--- config.mk ---
export PLATFORM = sky130hd
export DESIGN_NAME = dmem_bus_arbiter
export DESIGN_NICKNAME = d
export VERILOG_FILES = /design/src/rtl/dmem_bus_arbiter.sv
export SDC_FILE = /design/constraint.sdc
export NUM_CORES = 1
export LEC_CHECK = 0
export CORE_MARGIN = 8
export CORE_UTILIZATION = 42
export DETAILED_ROUTE_END_ITERATION = 12
export GPL_TIMING_DRIVEN = 0
export PLACE_DENSITY = 0.93
export SETUP_SLACK_MARGIN = 0.15
export SYNTH_ARGS = -nofsm -noshare
export SYNTH_HDL_FRONTEND = slang
export SYNTH_SLANG_ARGS = --single-unit
--- constraint.sdc ---
create_clock -name clk -period 2.6 [get_ports clk]
set_clock_uncertainty 0.15 [all_clocks]
set_input_delay 0.39 -clock clk [delete_from_list [all_inputs] [get_ports clk]]
set_output_delay 0.39 -clock clk [all_outputs]
set_load 0.01 [all_outputs]
--- src/rtl/dmem_bus_arbiter.sv ---
// Two-master arbiter for the shared data-memory / timer bus. M0 has fixed priority,
// M1 is protected by a starvation counter; every access runs IDLE -> ACCESS -> DONE.
module dmem_bus_arbiter #(
    parameter int STARVE_LIMIT = 8,
    parameter int CNT_W        = 4
) (
    input  logic        clk,
    input  logic        reset,

    input  logic        m0_req,
    input  logic        m0_we,
    input  logic [1:0]  m0_size,
    input  logic [31:0] m0_addr,
    input  logic [31:0] m0_wdata,
    output logic        m0_ack,
    output logic        m0_err,
    output logic [31:0] m0_rdata,

    input  logic        m1_req,
    input  logic        m1_we,
    input  logic [1:0]  m1_size,
    input  logic [31:0] m1_addr,
    input  logic [31:0] m1_wdata,
    output logic        m1_ack,
    output logic        m1_err,
    output logic [31:0] m1_rdata,

    output logic [31:0] s_addr,
    output logic [31:0] s_wdata,
    output logic [1:0]  s_size,
    output logic        s_we,
    output logic        dm_sel,
    output logic        tc0_sel,
    output logic        tc1_sel,
    input  logic [31:0] s_rdata
);

    typedef enum logic [1:0] {IDLE, ACCESS, DONE} state_t;

    state_t           state;
    logic [CNT_W-1:0] starve_cnt;
    logic             winner;
    logic             txn_we;
    logic             txn_err;

    logic        grant_m1;
    logic        any_req;
    logic        req_we;
    logic [1:0]  req_size;
    logic [31:0] req_addr;
    logic [31:0] req_wdata;
    logic        hit_dm;
    logic        hit_tc0;
    logic        hit_tc1;
    logic        misaligned;
    logic        req_err;

    assign grant_m1  = m1_req && ((starve_cnt == CNT_W'(STARVE_LIMIT)) || !m0_req);
    assign any_req   = m0_req || m1_req;
    assign req_we    = grant_m1 ? m1_we    : m0_we;
    assign req_size  = grant_m1 ? m1_size  : m0_size;
    assign req_addr  = grant_m1 ? m1_addr  : m0_addr;
    assign req_wdata = grant_m1 ? m1_wdata : m0_wdata;

    assign hit_dm  = req_addr <= 32'h0000_2FFF;
    assign hit_tc0 = (req_addr >= 32'h0000_7F00) && (req_addr <= 32'h0000_7F0B);
    assign hit_tc1 = (req_addr >= 32'h0000_7F10) && (req_addr <= 32'h0000_7F1B);

    assign misaligned = ((req_size == 2'd0) && (req_addr[1:0] != 2'b00)) ||
                        ((req_size == 2'd1) && req_addr[0]);

    // Size code 3 has no meaning on this bus and is rejected like any illegal access.
    assign req_err = !(hit_dm || hit_tc0 || hit_tc1) || misaligned || (req_size == 2'd3) ||
                     ((hit_tc0 || hit_tc1) && (req_size != 2'd0)) ||
                     (req_we && ((req_addr == 32'h0000_7F08) || (req_addr == 32'h0000_7F18)));

    always_ff @(posedge clk or negedge reset) begin
        if (!reset) begin
            state      <= IDLE;
            starve_cnt <= '0;
            winner     <= 1'b0;
            txn_we     <= 1'b0;
            txn_err    <= 1'b0;
            m0_ack     <= 1'b0;
            m0_err     <= 1'b0;
            m0_rdata   <= '0;
            m1_ack     <= 1'b0;
            m1_err     <= 1'b0;
            m1_rdata   <= '0;
            s_addr     <= '0;
            s_wdata    <= '0;
            s_size     <= '0;
            s_we       <= 1'b0;
            dm_sel     <= 1'b0;
            tc0_sel    <= 1'b0;
            tc1_sel    <= 1'b0;
        end else begin
            // NOTE: non-blocking assignments so every register here reads pre-edge values.
            if (!m1_req || ((state == IDLE) && grant_m1)) begin
                starve_cnt <= '0;
            end else if (starve_cnt != CNT_W'(STARVE_LIMIT)) begin
                starve_cnt <= starve_cnt + CNT_W'(1);
            end

            case (state)
                IDLE: begin
                    if (any_req) begin
                        winner  <= grant_m1;
                        txn_we  <= req_we;
                        txn_err <= req_err;
                        s_addr  <= req_addr;
                        s_wdata <= req_wdata;
                        s_size  <= req_size;
                        s_we    <= req_we && !req_err;
                        dm_sel  <= hit_dm  && !req_err;
                        tc0_sel <= hit_tc0 && !req_err;
                        tc1_sel <= hit_tc1 && !req_err;
                        state   <= ACCESS;
                    end
                end
                ACCESS: begin
                    s_we    <= 1'b0;
                    dm_sel  <= 1'b0;
                    tc0_sel <= 1'b0;
                    tc1_sel <= 1'b0;
                    if (!txn_we && !txn_err) begin
                        if (winner) m1_rdata <= s_rdata;
                        else        m0_rdata <= s_rdata;
                    end
                    m0_ack <= !winner;
                    m0_err <= !winner && txn_err;
                    m1_ack <= winner;
                    m1_err <= winner && txn_err;
                    state  <= DONE;
                end
                DONE: begin
                    m0_ack <= 1'b0;
                    m0_err <= 1'b0;
                    m1_ack <= 1'b0;
                    m1_err <= 1'b0;
                    state  <= IDLE;
                end
                default: state <= IDLE;
            endcase
        end
    end

endmodule

==> run metrics, run 1 <==
nets=1071; Setup-failing EPs final=0; final hold vios=0; Inserted Clock Buffers=17; clock transition at the registers of the reported paths=60 ps; fillers=1147; Post-Syn Area=0.006653 sq mm; IO Pins=308; Final min period=2378 ps; register area share after synthesis=0.5529; initial antenna violation count=1; top-count cell post-synth=dfrtp_1; P_leak=4.603 nW; post-route ant nets=0; largest net degree at the start of global routing=84; Worst Path Required=2770 ps; warnings from Yosys=0; H-tree depth=4; MaxCap Viol Count=0; final worst-path cycle share=0.9146; syn_nets=738; async set or reset register ratio after synthesis=1.000; CTS tree=yes; Max VDD drop=514.4 uV; routed vias/inst=5.106; CTS max path bufs=2; GRT Residual Overflow=0; synth unique cells=47; via count=5749; #FFs+latches synth=147; Max Clock Freq=420.6 MHz; Setup WS post-layout=222.2 ps; Syn Area/Cell=11.82 sq um; top_reg_cell synth=dfrtp_1; count of input and output buffers=307; Hold Path Cell Cnt=2; met3 GRT Util=0.08569; final estimated routing congestion in global placement=0.8907; Multi-input gate area=0.002791 sq mm; synth cell count leaders=147 x dfrtp_1, 79 x nand2_1, 76 x o21ai_0; # DRC=0; WL/cell=19.95 um; HPWL Detailed=17780 um; pwr/cell area=847.2 mW/mm^2; Clock Sink Count=147; Clk Latency, worst-skew pair=420 ps; worst slew pin tran=604.7 ps; Register-to-Register Path Depth=11; met1 Track Usage GR=0.2433; Core Area=0.01566 sq mm; share of the synthesized area in the top cell type=0.5529; DIE WIDTH=141.9 um; Mapped Cells=563; Post-synth EDFFs=0; root buffer selected by CTS=clkbuf_16; final WL=22460 um; Max FO, Critical Path=8; outcome=finished clean; top post-synthesis cells by area=dfrtp_1 55%, mux2_2 11%, mux2i_1 10%; row count=46; Crit. End Element=flip-flop; CP Launch Type=flip-flop; final slew viol count=0; P&R area growth vs syn=60.97%; Hold WC Path Type=flip-flop to flip-flop; Die Ht=141.9 um; RSZ-0062 raised after global routing=true; pre-CTS WS=-387.1 ps; Worst slew margin=0.5926; crit path DAT=2550 ps; 1st-pass router iterations=4; Overall Global Routing Usage=0.2233; critical setup path kind=flip-flop to flip-flop; area leader, netlist=dfrtp_1; first-pass GRT wire length=34470 um; Starting DRT DRC Count=261; Reg area=0.003679 sq mm; vias in the first global route=6255; die area=0.02012 sq mm; met2 Track Usage GR=0.3857; busiest grt layer=met2; initial core utilization=0.4250; layout cell share with drive strength beyond 1=0.1452; WHS=329.4 ps
## per-stage QoR
step	setup TNS [ps]	util	std cells	total power [mW]	instance area, sq um
final	0	0.6841	1126	9.073	10710
after global routing	0	0.6841	1126	9.585	10710
after CTS	0	0.6803	1120	9.149	10650
after detailed placement	-17070	0.6403	1087	6.630	10020
after global placement	-712160	0.6385	1086	6.502	9996
after floorplan	0	-	563	4.559	6653
## cells by family (layout without fill, tap and decap cells)
family	Yosys count	after routing	synth area share
simple gates	134	134	0.09705
compound gates	97	97	0.08445
other cells	0	1	0
flops	147	147	0.5529
xor+xnor	3	3	0.003950
buf+inv	41	387	0.03272
mux	136	136	0.2195
fa+ha+maj	5	5	0.009404
## worst max-delay path: stages, from the launching register on
cell and delay [ps]:
dfrtp_1 410, inv_2 70, ha_2 160, and3b_1 160, buf_6 90, o21a_1 130
buf_6 150, buf_4 140, mux2i_4 310, a21o_2 160, o2111ai_2 120, o31ai_2 250
## registers in the layout, summed over array words and instances, names as in the netlist, 2 cells and up
signal / cells
m0_rdata: 32
m1_rdata: 32
s_addr: 32
s_size: 2
s_wdata: 32
starve_cnt: 4
state: 2
## worst paths after layout
kind / start / endpoint / slack, ps
min in group asynchronous: reset / m0_rdata[28] / 380
hold reg to reg: s_wdata[22] / s_wdata[22] / 330
setup reg to reg: starve_cnt[0] / tc1_sel / 220
setup / recovery: starve_cnt[0] / tc1_sel / 220
max in group asynchronous: reset / s_wdata[24] / 1110
hold / removal: s_wdata[22] / s_wdata[22] / 330
## cell usage in the layout, fill, tap and decap left out, types with 3 or more instances in the layout
master	count
buf_2	6
clkbuf_16	17
dfrtp_1	147
buf_6	4
nand2b_1	4
nand2_1	79
nor2_1	12
clkbuf_1	14
clkdlybuf4s50_1	306
mux2_2	65
nor2b_1	3
ha_1	4
clkinv_4	3
nor4_1	9
o21ai_0	75
inv_1	10
inv_6	3
nor3_1	4
inv_8	3
nand3_1	9
mux2i_1	69
buf_4	11
o31ai_1	3
clkinvlp_4	3
## power breakdown
group / total, mW / internal [mW] / switching (mW)
Clock: 2.48 / 1.45 / 1.03
Combinational: 3.32 / 1.70 / 1.62
Sequential: 3.28 / 2.92 / 0.358
## final cells by class
cell class	instances	area share
Sequential cell	147	0.3435
Timing Repair Buffer	314	0.2941
Multi-Input combinational cell	375	0.2607
Clock buffer	18	0.04007
Tap cell	216	0.02524
Buffer	30	0.01659
Clock inverter	14	0.01577
Inverter	11	0.003856
Antenna cell	1	0.0002337
## routing by layer
metal  vias up  share of wire
met3        43          0.096
met2       284           0.50
met1      2742           0.37
li1       2680              -
met5         -              0
met4         0          0.026
## what timing repair did
action / CTS / global route
resized for setup: 3 / 5
endpoints found under the setup margin: 45 / 14
setup buffers: 0 / 5
hold buffers: 1 / 0
endpoints found under the hold margin: 64 / 0
pin swaps: 0 / 5
(Power assumes the default switching activity.)
==> run 2: changes to the inputs <==
- GPL_ROUTABILITY_DRIVEN: default -> 0
==> results of run 2 <==
Same layout as run 1: the final DEF is identical, and so are final timing and power.
==> run 3: changes to the inputs <==
- CORE_UTILIZATION: 42 -> 63
- DONT_BUFFER_PORTS: default -> 1
- PLACE_DENSITY: 0.93 -> 0.91
==> run 3 against run 2 <==
Effect of this change:
- synthesized cell count unchanged
- the run now fails in clock tree synthesis
- area after synthesis did not move
==> run metrics, run 3 <==
Error Message=[ERROR RSZ-0060] Max buffer count reached.; stopping stage=clock tree synthesis; share of the synthesized area in the top cell type=0.5529; top post-synthesis cells by area=dfrtp_1 55%, mux2_2 11%, mux2i_1 10%; syn_nets=738; warnings from Yosys=0; Hold-fix buffers, CTS=147; Syn Area/Cell=11.82 sq um; async set or reset register ratio after synthesis=1.000; #FFs+latches synth=147; Die Ht=118.8 um; area leader, netlist=dfrtp_1; root buffer selected by CTS=clkbuf_8; Mapped Cells=563; HPWL Detailed=15070 um; row count=37; Setup Fix Bufs, Post-CTS=0; Clock Sink Count=147; pre-CTS WS=154.7 ps; top-count cell post-synth=dfrtp_1; CTS max path bufs=2; Post-synth EDFFs=0; outcome=aborted with a tool error; top_reg_cell synth=dfrtp_1; Inserted Clock Buffers=17; DIE WIDTH=118.8 um; H-tree depth=4; Post-Syn Area=0.006653 sq mm; synth unique cells=47; count of input and output buffers=0; CTS resizes=1; IO Pins=308; synth cell count leaders=147 x dfrtp_1, 79 x nand2_1, 76 x o21ai_0; register area share after synthesis=0.5529; initial core utilization=0.6473
==> run 3: cell counts after synthesis <==
Identical to the previous run, type by type.
==> run 3: kinds of logic after synthesis <==
group / count (synthesis) / synth area share
xor gates and xnor gates: 3 / 0.003950
DFF: 147 / 0.5529
and+or+nand+nor: 134 / 0.09705
AOI/OAI and AO/OA: 97 / 0.08445
muxes: 136 / 0.2195
adders and majority gates: 5 / 0.009404
buffers and inverters: 41 / 0.03272
==> run 3: metrics by stage <==
stage | util | area, sq um | std cells
after detailed placement | 0.6639 | 6823 | 699
after global placement | 0.6639 | 6823 | 699
after floorplan | - | 6653 | 563
==> run 4: changes to the inputs <==
- CORE_UTILIZATION: 63 -> 40
- PLACE_DENSITY: 0.91 -> default
- PLACE_DENSITY_LB_ADDON: default -> 0.15
- SETUP_SLACK_MARGIN: 0.15 -> default
==> run 4 against run 3 <==
Effect of this change:
- the flow now finishes, with violations (negative hold slack)
==> run metrics, run 4 (synthesis results as in run 1) <==
outcome=finished with violations; failing checks=negative hold slack; Worst slew margin=0.5521; nets=789; most frequent cells in the layout=147 x dfrtp_1, 79 x nand2_1, 76 x o21ai_0; Net Sw Frac=0.3499; IO Pins=308; Max Clock Freq=424.7 MHz; Max FO, Critical Path=8; final WL=19510 um; layout cell share with drive strength beyond 1=0.1914; register share of total power=0.505; worst slew pin tran=665.7 ps; CP Launch Type=flip-flop; initial antenna violation count=0; Clock Sink Count=147; P_leak=3.502 nW; post-route ant nets=0; R2R Setup Slk=250 ps; count of input and output buffers=0; CTS resizes=0; commonest non-fill, non-tap cell in the layout=dfrtp_1; row count=47; Clock Power Share=0.315; P&R area growth vs syn=17.40%; Hold WC Path Type=input pin to async pin; # DRC=0; root buffer selected by CTS=clkbuf_16; Overall Global Routing Usage=0.1860; Hold-fix buffers, CTS=32; die area=0.02101 sq mm; Starting DRT DRC Count=173; pwr/cell area=949.2 mW/mm^2; Inserted Clock Buffers=17; Final min period=2354 ps; GRT Residual Overflow=0; initial core utilization=0.4055; H-tree depth=4; Psw=2.594 mW; number of inserted diodes=0; Crit. End Element=flip-flop; Core Area=0.01641 sq mm; Setup WS post-layout=245.7 ps; total power draw=7.413 mW; placed cells=783; pre-CTS WS=225.8 ps; MaxCap Viol Count=0; HPWL Detailed=15280 um; clock transition at the registers of the reported paths=60 ps; via count=4648; Setup-failing EPs final=0; critical setup path kind=flip-flop to flip-flop; Max VDD drop=500.0 uV; CTS tree=yes; DIE WIDTH=145.0 um; P_int=4.820 mW; final hold vios=147; Logic pwr share=0.179; CTS max path bufs=2; first-pass GRT wire length=30720 um; Worst Path Required=2730 ps; setup TNS=0 ps; crit path DAT=2480 ps; largest net degree at the start of global routing=148; Die Ht=145.0 um; final slew viol count=0; Clk Latency, worst-skew pair=420 ps; final worst-path cycle share=0.9055; routed vias/inst=5.488; WHS=-481.7 ps; 1st-pass router iterations=4; WL/cell=23.04 um; vias in the first global route=5069; Setup Fix Bufs, Post-CTS=0; RSZ-0062 raised after global routing=false; final std cells w/o fill=847
-- run 4: final timing paths --
kind	start	endpoint	cells after the start
max	starve_cnt[0]	s_we	10
min	reset	m1_rdata[2]	0
max reg2reg	starve_cnt[0]	s_we	10
min reg2reg	s_wdata[13]	s_wdata[13]	2
max in group asynchronous	reset	s_wdata[14]	0
min in group clk	m0_wdata[16]	s_wdata[16]	2
-- run 4: critical path: stages (launching register included) --
cell and delay, ps:
dfrtp_1 370, inv_1 70, ha_1 190, and3b_1 180
buf_6 120, o21a_1 170, buf_6 150, nand3_1 60
o21ai_0 180, o32ai_1 440, o21ai_0 140
-- run 4: per-layer routing --
layer  wire length (um)  global-route usage  up-vias
met3               2844              0.1172       33
met5                  0                   0        -
li1                   -                   -     2100
met2               9204              0.2958      254
met4                465             0.07154        0
met1               6996              0.1953     2261
-- run 4: power groups by stage --
stage	Clock (mW)	Combinational (mW)	Sequential (mW)
floorplan	0	1.01	3.55
global placement	0	1.26	3.80
detailed placement	0	1.31	3.81
CTS	2.41	1.36	3.78
global route	2.51	1.56	3.84
finish	2.34	1.33	3.75
-- run 4: final cells by class --
type                    instances  area (sq um)
fillers                      1491          8597
flip-flops and latches        147          3679
multi-input cells             375          2756
clock buffers                  21         460.4
repair buffers                 32         320.3
well taps                     220         275.3
plain buffers                  30         176.4
clock inverters                11         101.3
inverters                      11         41.29
-- run 4: metrics by stage --
stage	cell area [sq um]	hold slack (ps)	utilization
floorplan	6653	-55.59	-
global placement	6928	-51.09	0.4223
detailed placement	6928	-51.12	0.4223
CTS	7810	-504.0	0.4760
global route	7810	-508.5	0.4760
finish	7810	-481.7	0.4760
